--- src/rtl/instr_mem_loader.sv ---
// Instruction-memory write master: packs a little-endian byte stream into 32-bit
// words, writes them at consecutive addresses, and holds the CPU in reset until done.
//
// state   | meaning
// IDLE    | no load in progress, CPU held in reset
// COLLECT | accepting stream bytes into the word buffer
// WRITE   | one-cycle memory write of the assembled word
// FINISH  | load complete, CPU released, DONE sticky
module instr_mem_loader #(
  parameter logic [63:0] BASE_ADDR = 64'd0,
  parameter int          NUM_WORDS = 64
) (
  input  logic        CLK,
  input  logic        RST,
  input  logic        START,
  input  logic        ABORT,
  input  logic [7:0]  BYTE_IN,
  input  logic        BYTE_VALID,
  output logic        BYTE_READY,
  output logic [63:0] MEM_WADDR,
  output logic [31:0] MEM_DATAIN,
  output logic        MEM_WR,
  output logic        HOLD_CPU,
  output logic        BUSY,
  output logic        DONE,
  output logic [12:0] WORD_COUNT
);

  localparam logic [12:0] LAST_COUNT = 13'(NUM_WORDS);

  typedef enum logic [1:0] {IDLE, COLLECT, WRITE, FINISH} state_t;

  state_t      state_q, state_d;
  logic [63:0] addr_q, addr_d;
  logic [23:0] buf_q, buf_d;
  logic [1:0]  byte_idx_q, byte_idx_d;
  logic [12:0] wcount_q, wcount_d;
  logic [63:0] waddr_q, waddr_d;
  logic [31:0] wdata_q, wdata_d;
  logic        hold_q, hold_d;
  logic        busy_q, busy_d;
  logic        done_q, done_d;

  always_comb begin
    state_d    = state_q;
    addr_d     = addr_q;
    buf_d      = buf_q;
    byte_idx_d = byte_idx_q;
    wcount_d   = wcount_q;
    waddr_d    = waddr_q;
    wdata_d    = wdata_q;
    hold_d     = hold_q;
    busy_d     = busy_q;
    done_d     = done_q;

    case (state_q)
      IDLE, FINISH: begin
        if (START) begin
          state_d    = COLLECT;
          addr_d     = BASE_ADDR;
          byte_idx_d = 2'd0;
          wcount_d   = 13'd0;
          done_d     = 1'b0;
          busy_d     = 1'b1;
          hold_d     = 1'b1;
        end
      end
      COLLECT: begin
        if (BYTE_VALID) begin
          byte_idx_d = byte_idx_q + 2'd1;
          case (byte_idx_q)
            2'd0: buf_d[7:0]   = BYTE_IN;
            2'd1: buf_d[15:8]  = BYTE_IN;
            2'd2: buf_d[23:16] = BYTE_IN;
            default: begin
              // the last byte goes straight into the write register, bypassing the buffer
              waddr_d = addr_q;
              wdata_d = {BYTE_IN, buf_q};
              state_d = WRITE;
            end
          endcase
        end
      end
      WRITE: begin
        wcount_d = wcount_q + 13'd1;
        if (wcount_q + 13'd1 == LAST_COUNT) begin
          state_d = FINISH;
          done_d  = 1'b1;
          busy_d  = 1'b0;
          hold_d  = 1'b0;
        end else begin
          addr_d  = addr_q + 64'd4;
          state_d = COLLECT;
        end
      end
      default: state_d = IDLE;
    endcase

    if (ABORT) begin
      state_d    = IDLE;
      buf_d      = 24'd0;
      byte_idx_d = 2'd0;
      wcount_d   = 13'd0;
      waddr_d    = waddr_q;
      wdata_d    = wdata_q;
      done_d     = 1'b0;
      busy_d     = 1'b0;
      hold_d     = 1'b1;
    end
  end

  always_ff @(posedge CLK or posedge RST) begin
    if (RST) begin
      state_q    <= IDLE;
      addr_q     <= BASE_ADDR;
      buf_q      <= 24'd0;
      byte_idx_q <= 2'd0;
      wcount_q   <= 13'd0;
      waddr_q    <= BASE_ADDR;
      wdata_q    <= 32'd0;
      hold_q     <= 1'b1;
      busy_q     <= 1'b0;
      done_q     <= 1'b0;
    end else begin
      state_q    <= state_d;
      addr_q     <= addr_d;
      buf_q      <= buf_d;
      byte_idx_q <= byte_idx_d;
      wcount_q   <= wcount_d;
      waddr_q    <= waddr_d;
      wdata_q    <= wdata_d;
      hold_q     <= hold_d;
      busy_q     <= busy_d;
      done_q     <= done_d;
    end
  end

  // the write strobe is gated by ABORT so a cancelled word never reaches memory
  assign MEM_WR     = (state_q == WRITE) & ~ABORT;
  assign BYTE_READY = (state_q == COLLECT);
  assign MEM_WADDR  = waddr_q;
  assign MEM_DATAIN = wdata_q;
  assign HOLD_CPU   = hold_q;
  assign BUSY       = busy_q;
  assign DONE       = done_q;
  assign WORD_COUNT = wcount_q;

endmodule

--- config.mk ---
export PLATFORM = sky130hd
export DESIGN_NAME = instr_mem_loader
export DESIGN_NICKNAME = d
export VERILOG_FILES = /design/src/rtl/instr_mem_loader.sv
export SDC_FILE = /design/constraint.sdc
export NUM_CORES = 1
export LEC_CHECK = 0
export ABC_AREA = 1
export CAP_MARGIN = 20
export CORE_MARGIN = 2
export CORE_UTILIZATION = 50
export CTS_BUF_LIST = sky130_fd_sc_hd__clkbuf_2 sky130_fd_sc_hd__clkbuf_4 sky130_fd_sc_hd__clkbuf_8
export DETAILED_ROUTE_END_ITERATION = 8
export PLACE_DENSITY = 0.73
export SYNTH_ARGS = -nofsm -noshare
export SYNTH_HDL_FRONTEND = slang
export SYNTH_SLANG_ARGS = --single-unit
--- constraint.sdc ---
create_clock -name CLK -period 10.5 [get_ports CLK]
set_input_delay 1.575 -clock CLK [delete_from_list [all_inputs] [get_ports CLK]]
set_output_delay 1.575 -clock CLK [all_outputs]
set_load 0.05 [all_outputs]
**Word level (Yosys, flattened, before mapping)**

Index checks and enable logic that the tools add are counted.

- Mux-type cells: 31
- $add $sub $neg: 3
- Equality and inequality tests: 12
- Bitwise logic cells: 3
- Reductions and logical operators: 21

Operator list:

| operator | count |
|---|---|
| $mux W64 | 2 |
| $pmux W64 S2 | 1 |
| $mux W24 | 3 |
| $add A64 B3 Y64 const B | 1 |
| $mux W13 | 2 |
| $pmux W13 S2 | 1 |
| $mux W8 | 3 |
| $reduce_and A3 Y1 | 7 |
| $mux W2 | 8 |
| $add A13 B1 Y13 const B | 1 |
| $eq A13 B7 Y1 const B | 1 |
| $ne A3 B3 Y1 const B | 4 |
| $reduce_bool A2 Y1 | 6 |
| $mux W1 | 7 |
| $eq A2 B2 Y1 const B | 3 |
| $pmux W2 S3 | 1 |
| $reduce_bool A3 Y1 | 2 |
| $eq A2 B1 Y1 const B | 2 |
| $logic_not A2 Y1 | 2 |
| $ne A2 B2 Y1 const B | 2 |
| $pmux W1 S2 | 2 |
| $pmux W2 S2 | 1 |
| $reduce_and A4 Y1 | 1 |
| $reduce_or A3 Y1 | 1 |
| other kinds (5) | 6 |

- Bits of input ports: 13
- Register bits after elaboration: 204
- Word-level logic and storage cells: 82

**Depth between registers and ports, before layout**

Gate-level depths: netlist of the first run.

- Depth after elaboration: 6
- Depth in mapped cells: 13
- Gate-level depth less buffers: 13

**Least setup slack after synthesis of the first run**

No wires, ideal clock.

- Path type: input-to-output
- Start point: input port ABORT
- End point: output port MEM_WR
- Path slack: 6.413 ns
- Data required time: 8.925 ns
- Arrival: 2.512 ns
- Stages on the path: 2
- Cell sequence: buf_2 -> nor2_1

- Cells in the longest elaborated chain, start to end: 2

RTL lines:

| what | line | source |
|---|---|---|
| start, declared | 16 | `input logic ABORT,` |
| $not A1 Y1 (no line) | - |  |
| $and A1 B1 Y1 | 139 | `assign MEM_WR = (state_q == WRITE) & ~ABORT;` |
| end, declared | 22 | `output logic MEM_WR,` |

Every way passes these cells.

**Worst setup path in the final report of the first run**

Same ends and word-level chain as after synthesis.

==> results of run 1 <==
[flip-flops by register name, indices dropped and copies added (netlist names), 2 cells and up]
signal      cells
MEM_WADDR      62
addr_q         62
MEM_DATAIN     32
buf_q          24
WORD_COUNT     13
byte_idx_q      2
state_q         2
[logic make-up after synthesis]
| group | after synthesis | synth area share [%] |
|---|---|---|
| XOR/XNOR | 30 | 2.57 |
| AND/OR/NAND/NOR | 778 | 30.9 |
| multiplexers | 55 | 6.07 |
| adder cells (fa/ha/maj) | 9 | 1.10 |
| other | 1 | 0.0367 |
| AO/OA/AOI/OAI | 98 | 4.95 |
| flip-flops | 200 | 49.0 |
| buffers and inverters | 124 | 5.30 |
[layout make-up]
cell class | count | area, µm²
fillers | 1818 | 8070
flip-flops and latches | 200 | 5010
multi-input cells | 972 | 4680
repair buffers | 132 | 1300
well taps | 270 | 338
inverters | 78 | 300
clock buffers | 18 | 248
clock inverters | 14 | 153
[metrics by stage]
| step | setup WS [ns] | instances | instance area [µm²] | power [W] |
|---|---|---|---|---|
| 2_1_floorplan | 3.47 | 1296 | 10200 | 0.00110 |
| 4_1_cts | 5.55 | 1682 | 12000 | 0.00168 |
| 5_1_grt | 5.44 | 1684 | 12000 | 0.00176 |
| 6_report | 5.54 | 1684 | 12000 | 0.00168 |
| 3_5_place_dp | 5.55 | 1650 | 11600 | 0.00119 |
| 3_3_place_gp | 5.59 | 1650 | 11600 | 0.00118 |
[where the power goes]
group	switching, W	internal [W]	leakage [nW]
combinational	0.000260	0.0000778	2.26
sequential	0.0000273	0.000816	2.76
clock	0.000309	0.000185	0.200
[worst max path at each step]
stage          start  slack, ns  endpoint
2_1_floorplan    RST       3.47      BUSY
3_5_place_dp   ABORT       5.55    MEM_WR
6_report       ABORT       5.54    MEM_WR
3_3_place_gp   ABORT       5.59    MEM_WR
4_1_cts        ABORT       5.55    MEM_WR
5_1_grt        ABORT       5.44    MEM_WR
[critical path, stage by stage]
cell,delay (ns)
clkdlybuf4s50_1,0.60
nor2_1,0.35
clkdlybuf4s50_1,0.87
[cells in the final DEF, fill, tap and decap left out, types with 2 or more instances in the layout]
cell type,netlist,final
nand2_1,447,447
dfrtp_1,199,199
nor2_1,195,194
clkdlybuf4s50_1,0,124
nand3_1,94,93
o21ai_0,86,86
inv_1,76,75
mux2_2,55,55
xor2_1,29,29
nand4_1,26,26
clkbuf_8,0,18
ha_1,9,9
buf_4,9,8
nand2_2,5,5
inv_6,0,5
clkinv_8,0,4
nor2_4,2,3
nor3_1,3,3
o31ai_1,3,3
o22ai_1,3,3
o21ai_1,3,3
inv_8,0,3
nor2_2,2,2
and2_1,2,2
a21oi_1,2,2
conb_1,1,2
[layer usage]
layer | up-vias | share of wire (%) | GRT usage [%]
met5 | - | 0 | 0
met4 | 0 | 1.9 | 7.48
met3 | 41 | 6.0 | 3.88
met2 | 300 | 44 | 40.4
met1 | 4245 | 48 | 40.3
li1 | 4358 | - | -
==> impl_metrics.json, run 1 <==
{
  "critPathKind": "in -> out",
  "wl_per_cell_um": 16.5,
  "drtPass1Iterations": 6,
  "required_ns": 8.93,
  "antenna_cells": 0,
  "start_util_pct": 50.8,
  "ys_top_cells_by_area": "dfrtp_1 49%, nand2_1 16%, nor2_1 7.2%",
  "hp-start": "HOLD_CPU",
  "holdBufCountCts": 0,
  "r2r_cells": 9,
  "drtIter0Drc": 711,
  "drive_gt1_share_pct": 7.78,
  "synthArstFlopShare_pct": 100,
  "drc_errors": 0,
  "whs_path_depth": 2,
  "dieHeight_um": 147,
  "setup_tns_ns": 0,
  "yosysTopAreaCell": "dfrtp_1",
  "arrival_ns": 3.39,
  "max_slew.worst_pin.slew_ns": 0.919,
  "period_share_pct": 47.3,
  "fp-row-count": 52,
  "yosysMostFrequentCell": "nand2_1",
  "place.gp.congestion": 0.944,
  "port-buffer-count": 124,
  "hold_ws_ns": 0.479,
  "ys_top_cells_by_count": "447 x nand2_1, 199 x dfrtp_1, 195 x nor2_1, 94 x nand3_1, 86 x o21ai_0",
  "h-tree-depth": 4,
  "dpl.hpwl_mm": 20.0,
  "cap_violations": 0,
  "cp_max_fo": 11,
  "routed_wl_mm": 27.8,
  "cts.sinks": 200,
  "hp-class": "reg -> reg",
  "ys_types": 31,
  "gr-total-overflow": 0,
  "avgSynthCellArea_um2": 7.88,
  "hold_viol_final": 0,
  "grt_usage_pct": 26.7,
  "start_kind": "input port",
  "timing.fmax_mhz": 202,
  "post-cts-setup-buffers": 0,
  "ys_warn_count": 0,
  "root_buffer": "clkbuf_8",
  "finalMaxSlewViolations": 0,
  "final_nets": 1423,
  "slew_headroom_pct": 38.3,
  "synthToLayoutAreaGrowth_pct": 17.9,
  "grt_pass1_vias": 8384,
  "cts_buffers": 17,
  "io_pins": 127,
  "clk_pin_slew_ns": 0.10,
  "status": "complete, no violations",
  "synth_edf_count": 0,
  "cts_resized": 0,
  "yosysTopAreaCellShare_pct": 48.8,
  "clock-skew-final_ns": 0.0145,
  "grt_max_degree": 132,
  "fin_crit_ns": 4.96,
  "syn_area_um2": 10200,
  "clk_latency_ns": 0.49,
  "p_leak_nw": 5.22,
  "vias": 8944,
  "rsz0062_at_grt": "no",
  "r2r_end": "WORD_COUNT[2]",
  "setup_viol": 0,
  "antenna_found_initial": 0,
  "reg2reg_from": "state_q[0]",
  "utilization_pct": 59.8,
  "ys_ff_latch": 200,
  "synth_ff_type": "dfrtp_1",
  "grt_pass1_wl_mm": 45.2,
  "cellPowerDensity_nw_per_um2": 139,
  "r2r_slack_ns": 7.57,
  "ant_nets": 0,
  "holdPathEnd": "HOLD_CPU",
  "ys_seq_area_share_pct": 49.0,
  "fp.dieW_um": 147,
  "max-vdd-ir-drop_mv": 0.126,
  "die_area_um2": 21600,
  "clk_path_buf_depth": 2,
  "core-area_um2": 20100,
  "cp-end-kind": "output port",
  "synthCells": 1295,
  "vias_per_cell": 5.31,
  "cts_tree": "yes"
}
Note: power is estimated with default switching activity, not from simulation.
==> run 2: changes to the inputs <==
--- a/config.mk
+++ b/config.mk
@@ -11,7 +11,7 @@
 export CORE_UTILIZATION = 50
 export CTS_BUF_LIST = sky130_fd_sc_hd__clkbuf_2 sky130_fd_sc_hd__clkbuf_4 sky130_fd_sc_hd__clkbuf_8
 export DETAILED_ROUTE_END_ITERATION = 8
-export PLACE_DENSITY = 0.73
+export PLACE_DENSITY = 0.76
 export SYNTH_ARGS = -nofsm -noshare
 export SYNTH_HDL_FRONTEND = slang
 export SYNTH_SLANG_ARGS = --single-unit
==> constraint.sdc (replaced) <==
create_clock -name CLK -period 4.2 [get_ports CLK]
set_input_delay 0.63 -clock CLK [delete_from_list [all_inputs] [get_ports CLK]]
set_output_delay 0.63 -clock CLK [all_outputs]
set_load 0.05 [all_outputs]
==> run 2 against run 1 <==
Against the previous run: sequential share of layout area is 0.18 points lower; routed wire length is 0.66% higher; clock power grew to 2.5 times the previous value; critical path type is now reg -> out; power grew to 2.5 times the previous value; highest routed layer unchanged; first-iteration DRC count is 19% higher; global-route usage hardly changed; register-to-register slack worse by 6.0 ns; clock skew is 0.0017 ns lower; largest cell class unchanged.
==> impl_metrics.json, run 2 (synthesis results as in run 1) <==
{
  "cp_max_fo": 10,
  "fin_cells": 1684,
  "setup_tns_ns": 0,
  "wl_per_cell_um": 16.6,
  "routed_wl_mm": 28.0,
  "cap_violations": 0,
  "cp-end-kind": "output port",
  "dp_cells": 1652,
  "dieHeight_um": 147,
  "seqCellArea_um2": 5010,
  "critPathKind": "reg -> out",
  "required_ns": 3.57,
  "cts_tree": "yes",
  "cts_buffers": 17,
  "place_area_um2": 11700,
  "die_area_um2": 21600,
  "clk_pin_slew_ns": 0.10,
  "h-tree-depth": 4,
  "grt_pass1_vias": 8401,
  "antenna_found_initial": 0,
  "arrival_ns": 2.65,
  "grt_pass1_wl_mm": 45.5,
  "crit_path_start": "state_q[0]",
  "max-vdd-ir-drop_mv": 0.362,
  "holdBufCountCts": 0,
  "start_kind": "register",
  "drive_gt1_share_pct": 7.78,
  "hp-class": "reg -> reg",
  "multiInputGateArea_um2": 4680,
  "cellPowerDensity_nw_per_um2": 349,
  "drtIter0Drc": 845,
  "antenna_cells": 0,
  "period_share_pct": 78.1,
  "fin_ws_ns": 0.920,
  "vias_per_cell": 5.31,
  "start_util_pct": 50.8,
  "port-buffer-count": 124,
  "fin_crit_ns": 3.28,
  "post-route-cell-area_um2": 12100,
  "place.gp.congestion": 0.977,
  "fillCellCount": 1805,
  "layout.cells.most_common": "nand2_1",
  "dpl.hpwl_mm": 20.4,
  "clk_path_buf_depth": 2,
  "finalMaxSlewViolations": 0,
  "synthToLayoutAreaGrowth_pct": 18.4,
  "slew_headroom_pct": 32.1,
  "fp.dieW_um": 147,
  "core-area_um2": 20100,
  "timing.fmax_mhz": 305,
  "final_cell_mix": "447 x nand2_1, 199 x dfrtp_1, 194 x nor2_1",
  "drtPass1Iterations": 6,
  "post-cts-setup-buffers": 0,
  "reg2reg_from": "addr_q[2]",
  "p_leak_nw": 5.23,
  "rsz0062_at_grt": "no",
  "status": "complete, no violations",
  "dp_slack_ns": 1.13,
  "setup_viol": 0,
  "clock-skew-final_ns": 0.0127,
  "cts.sinks": 200,
  "fp-row-count": 52,
  "grt_usage_pct": 26.7,
  "clk_latency_ns": 0.49,
  "drc_errors": 0,
  "hold_viol_final": 0,
  "hp-start": "HOLD_CPU",
  "root_buffer": "clkbuf_8",
  "ant_nets": 0,
  "io_pins": 127,
  "max_slew.worst_pin.slew_ns": 1.01,
  "cts_resized": 0,
  "gr-total-overflow": 0,
  "grt_max_degree": 82,
  "final_nets": 1424,
  "vias": 8938
}
## run 2: cell count changes in the layout (fill, tap and decap cells not counted), sizes merged
cell | previous run | this run
buf | 8 | 9
clkinvlp | 1 | 4
clkinv | 7 | 6
bufinv | 0 | 1
inv | 84 | 81
clkbuf | 18 | 17
## run 2: path summary, 6_finish.rpt
kind | endpoint | slack (ns) | depth (start not counted)
hold reg to reg | HOLD_CPU | 0.48 | 2
hold / removal | HOLD_CPU | 0.48 | 2
setup reg to reg | addr_q[34] | 1.61 | 10
max in group asynchronous | HOLD_CPU | 2.68 | 3
min in group asynchronous | MEM_WADDR[59] | 0.64 | 2
setup / recovery | MEM_WR | 0.92 | 5
## run 2: metal layers
metal	GRT usage (%)	vias up	part of all wire, %
li1	-	4350	-
met1	40.2	4224	47
met2	41.1	328	45
met3	3.60	36	6.6
met4	6.99	0	1.5
met5	0	-	0
## run 2: power by group
| part | internal, W | switching [W] |
|---|---|---|
| combinational | 0.000208 | 0.000650 |
| sequential | 0.00204 | 0.0000689 |
| clock | 0.000493 | 0.000753 |
## run 2: layout make-up
cell class	count	area share [%]
clock buffers	17	1.94
multi-input cells	972	38.8
well taps	270	2.80
clock inverters	14	1.36
repair buffers	133	11.2
inverters	78	2.45
flip-flops and latches	200	41.4
## run 2: worst max-delay path: stages, from the launching register on
cell	delay, ns
dfrtp_1	0.41
inv_1	0.08
ha_1	0.44
inv_1	0.12
nor2_1	0.25
clkdlybuf4s50_1	0.86
## run 2: stage by stage
step	utilization, %	hold WS, ns	power [W]
5_1_grt	60.1	0.512	0.00442
3_5_place_dp	58.1	0.462	0.00300
3_3_place_gp	58.1	0.462	0.00298
6_report	60.1	0.484	0.00421
2_1_floorplan	-	0.449	0.00274
4_1_cts	60.1	0.485	0.00423
==> run 3: changes to the inputs <==
--- a/config.mk
+++ b/config.mk
@@ -11,7 +11,7 @@
 export CORE_UTILIZATION = 50
 export CTS_BUF_LIST = sky130_fd_sc_hd__clkbuf_2 sky130_fd_sc_hd__clkbuf_4 sky130_fd_sc_hd__clkbuf_8
 export DETAILED_ROUTE_END_ITERATION = 8
-export PLACE_DENSITY = 0.76
+export PLACE_DENSITY = 0.73
 export SYNTH_ARGS = -nofsm -noshare
 export SYNTH_HDL_FRONTEND = slang
 export SYNTH_SLANG_ARGS = --single-unit
==> constraint.sdc (replaced) <==
create_clock -name CLK -period 3.25 [get_ports CLK]
set_input_delay 0.4875 -clock CLK [delete_from_list [all_inputs] [get_ports CLK]]
set_output_delay 0.4875 -clock CLK [all_outputs]
set_load 0.05 [all_outputs]
==> run 3 against run 2 <==
Against the previous run: count of clock-buffer cells in the layout unchanged; sequential power increased by 29%; combinational power increased by 29%; flip-flop and latch count unchanged; final cell count increased by 0.42%; first-iteration DRC count decreased by 12%.
==> impl_metrics.json, run 3 (synthesis results as in run 1) <==
{
  "status": "complete, no violations",
  "finalMaxSlewViolations": 0,
  "fillCellCount": 1834,
  "period_share_pct": 77.6,
  "clkPwrFrac_pct": 30.7,
  "r2r_slack_ns": 0.77,
  "cap_violations": 0,
  "fp.dieW_um": 147,
  "reg2reg_from": "state_q[0]",
  "root_buffer": "clkbuf_8",
  "cp_max_fo": 10,
  "place.gp.congestion": 0.988,
  "port-buffer-count": 124,
  "cts_tree": "yes",
  "antenna_cells": 0,
  "final_cell_mix": "447 x nand2_1, 199 x dfrtp_1, 194 x nor2_1",
  "p_comb_share_pct": 20.1,
  "h-tree-depth": 4,
  "fin_cells": 1691,
  "routed_wl_mm": 28.3,
  "max_slew.worst_pin.slew_ns": 0.978,
  "gr-total-overflow": 0,
  "grt_max_degree": 63,
  "vias_per_cell": 5.35,
  "start_util_pct": 50.8,
  "hp-class": "in -> async",
  "max-vdd-ir-drop_mv": 0.418,
  "arrival_ns": 2.03,
  "switching_share_pct": 36.4,
  "rsz0062_at_grt": "no",
  "timing.fmax_mhz": 397,
  "start_kind": "register",
  "p_int_w": 0.00353,
  "synthToLayoutAreaGrowth_pct": 19.5,
  "fin_crit_ns": 2.52,
  "final_nets": 1430,
  "core-area_um2": 20100,
  "grt_usage_pct": 27.0,
  "cts_resized": 0,
  "dp_cells": 1659,
  "drtPass1Iterations": 5,
  "cts.sinks": 200,
  "post-cts-setup-buffers": 0,
  "drc_errors": 0,
  "setup_viol": 0,
  "p_leak_nw": 5.30,
  "fp-row-count": 52,
  "grt_pass1_vias": 8350,
  "setup_tns_ns": 0,
  "cts_buffers": 17,
  "drive_gt1_share_pct": 8.30,
  "wl_per_cell_um": 16.7,
  "required_ns": 2.76,
  "holdBufCountCts": 0,
  "hold_viol_final": 0,
  "grt_pass1_wl_mm": 46.0,
  "slew_headroom_pct": 34.3,
  "r2r_cells": 8,
  "p_switching_w": 0.00202,
  "clk_pin_slew_ns": 0.12,
  "cellPowerDensity_nw_per_um2": 455,
  "io_pins": 127,
  "antenna_found_initial": 0,
  "vias": 9049,
  "dpl.hpwl_mm": 21.1,
  "dp_slack_ns": 0.613,
  "clock-skew-final_ns": 0.0160,
  "layout.cells.most_common": "nand2_1",
  "ant_nets": 0,
  "dieHeight_um": 147,
  "fin_ws_ns": 0.729,
  "die_area_um2": 21600,
  "power_frac_seq_pct": 49.2,
  "drtIter0Drc": 746,
  "clk_path_buf_depth": 2,
  "cp-end-kind": "output port",
  "clk_latency_ns": 0.49,
  "r2r_end": "WORD_COUNT[2]",
  "critPathKind": "reg -> out"
}
[run 3: power by group through the flow]
stage	Combinational [W]	Sequential, W	Clock (W)
4_1_cts	0.00111	0.00273	0.00174
3_3_place_gp	0.00109	0.00277	0
6_report	0.00111	0.00273	0.00171
2_1_floorplan	0.000684	0.00286	0
3_5_place_dp	0.00111	0.00278	0
5_1_grt	0.00121	0.00275	0.00183
[run 3: critical path: stages, from the launching register on]
cell and delay [ns]:
dfrtp_1 0.43, inv_1 0.08, ha_1 0.40, inv_1 0.10, nor2_1 0.34, buf_12 0.19
[run 3: through the flow]
| stage | hold slack, ns | total power (W) | area (µm²) | util, % |
|---|---|---|---|---|
| floorplan | 0.449 | 0.00355 | 10200 | - |
| global placement | 0.453 | 0.00386 | 11800 | 58.5 |
| detailed placement | 0.465 | 0.00389 | 11800 | 58.5 |
| CTS | 0.494 | 0.00558 | 12200 | 60.7 |
| global route | 0.502 | 0.00579 | 12200 | 60.7 |
| finish | 0.477 | 0.00555 | 12200 | 60.7 |
[run 3: worst max-delay path by stage]
stage          cells after the start  slack [ns]           from              to
2_1_floorplan                      1        0.17            RST            BUSY
3_3_place_gp                       6        0.68          ABORT   MEM_DATAIN[9]
3_5_place_dp                       6        0.61          ABORT  MEM_DATAIN[24]
4_1_cts                            5        0.71     state_q[0]          MEM_WR
5_1_grt                           12        0.55  WORD_COUNT[1]            DONE
6_report                           5        0.73     state_q[0]          MEM_WR
[run 3: per-layer routing]
| layer | wire [µm] | global-route usage [%] | vias up |
|---|---|---|---|
| li1 | - | - | 4383 |
| met1 | 13600 | 41.5 | 4324 |
| met2 | 12600 | 40.8 | 313 |
| met3 | 1680 | 3.60 | 29 |
| met4 | 469 | 6.89 | 0 |
| met5 | 0 | 0 | - |
[run 3: final cells by class]
class | count | area, µm² | area share, %
Clock buffer | 17 | 234 | 1.92
Clock inverter | 15 | 199 | 1.63
Inverter | 78 | 297 | 2.43
Multi-Input combinational cell | 972 | 4680 | 38.4
Sequential cell | 200 | 5010 | 41.0
Tap cell | 270 | 338 | 2.77
Timing Repair Buffer | 139 | 1440 | 11.8
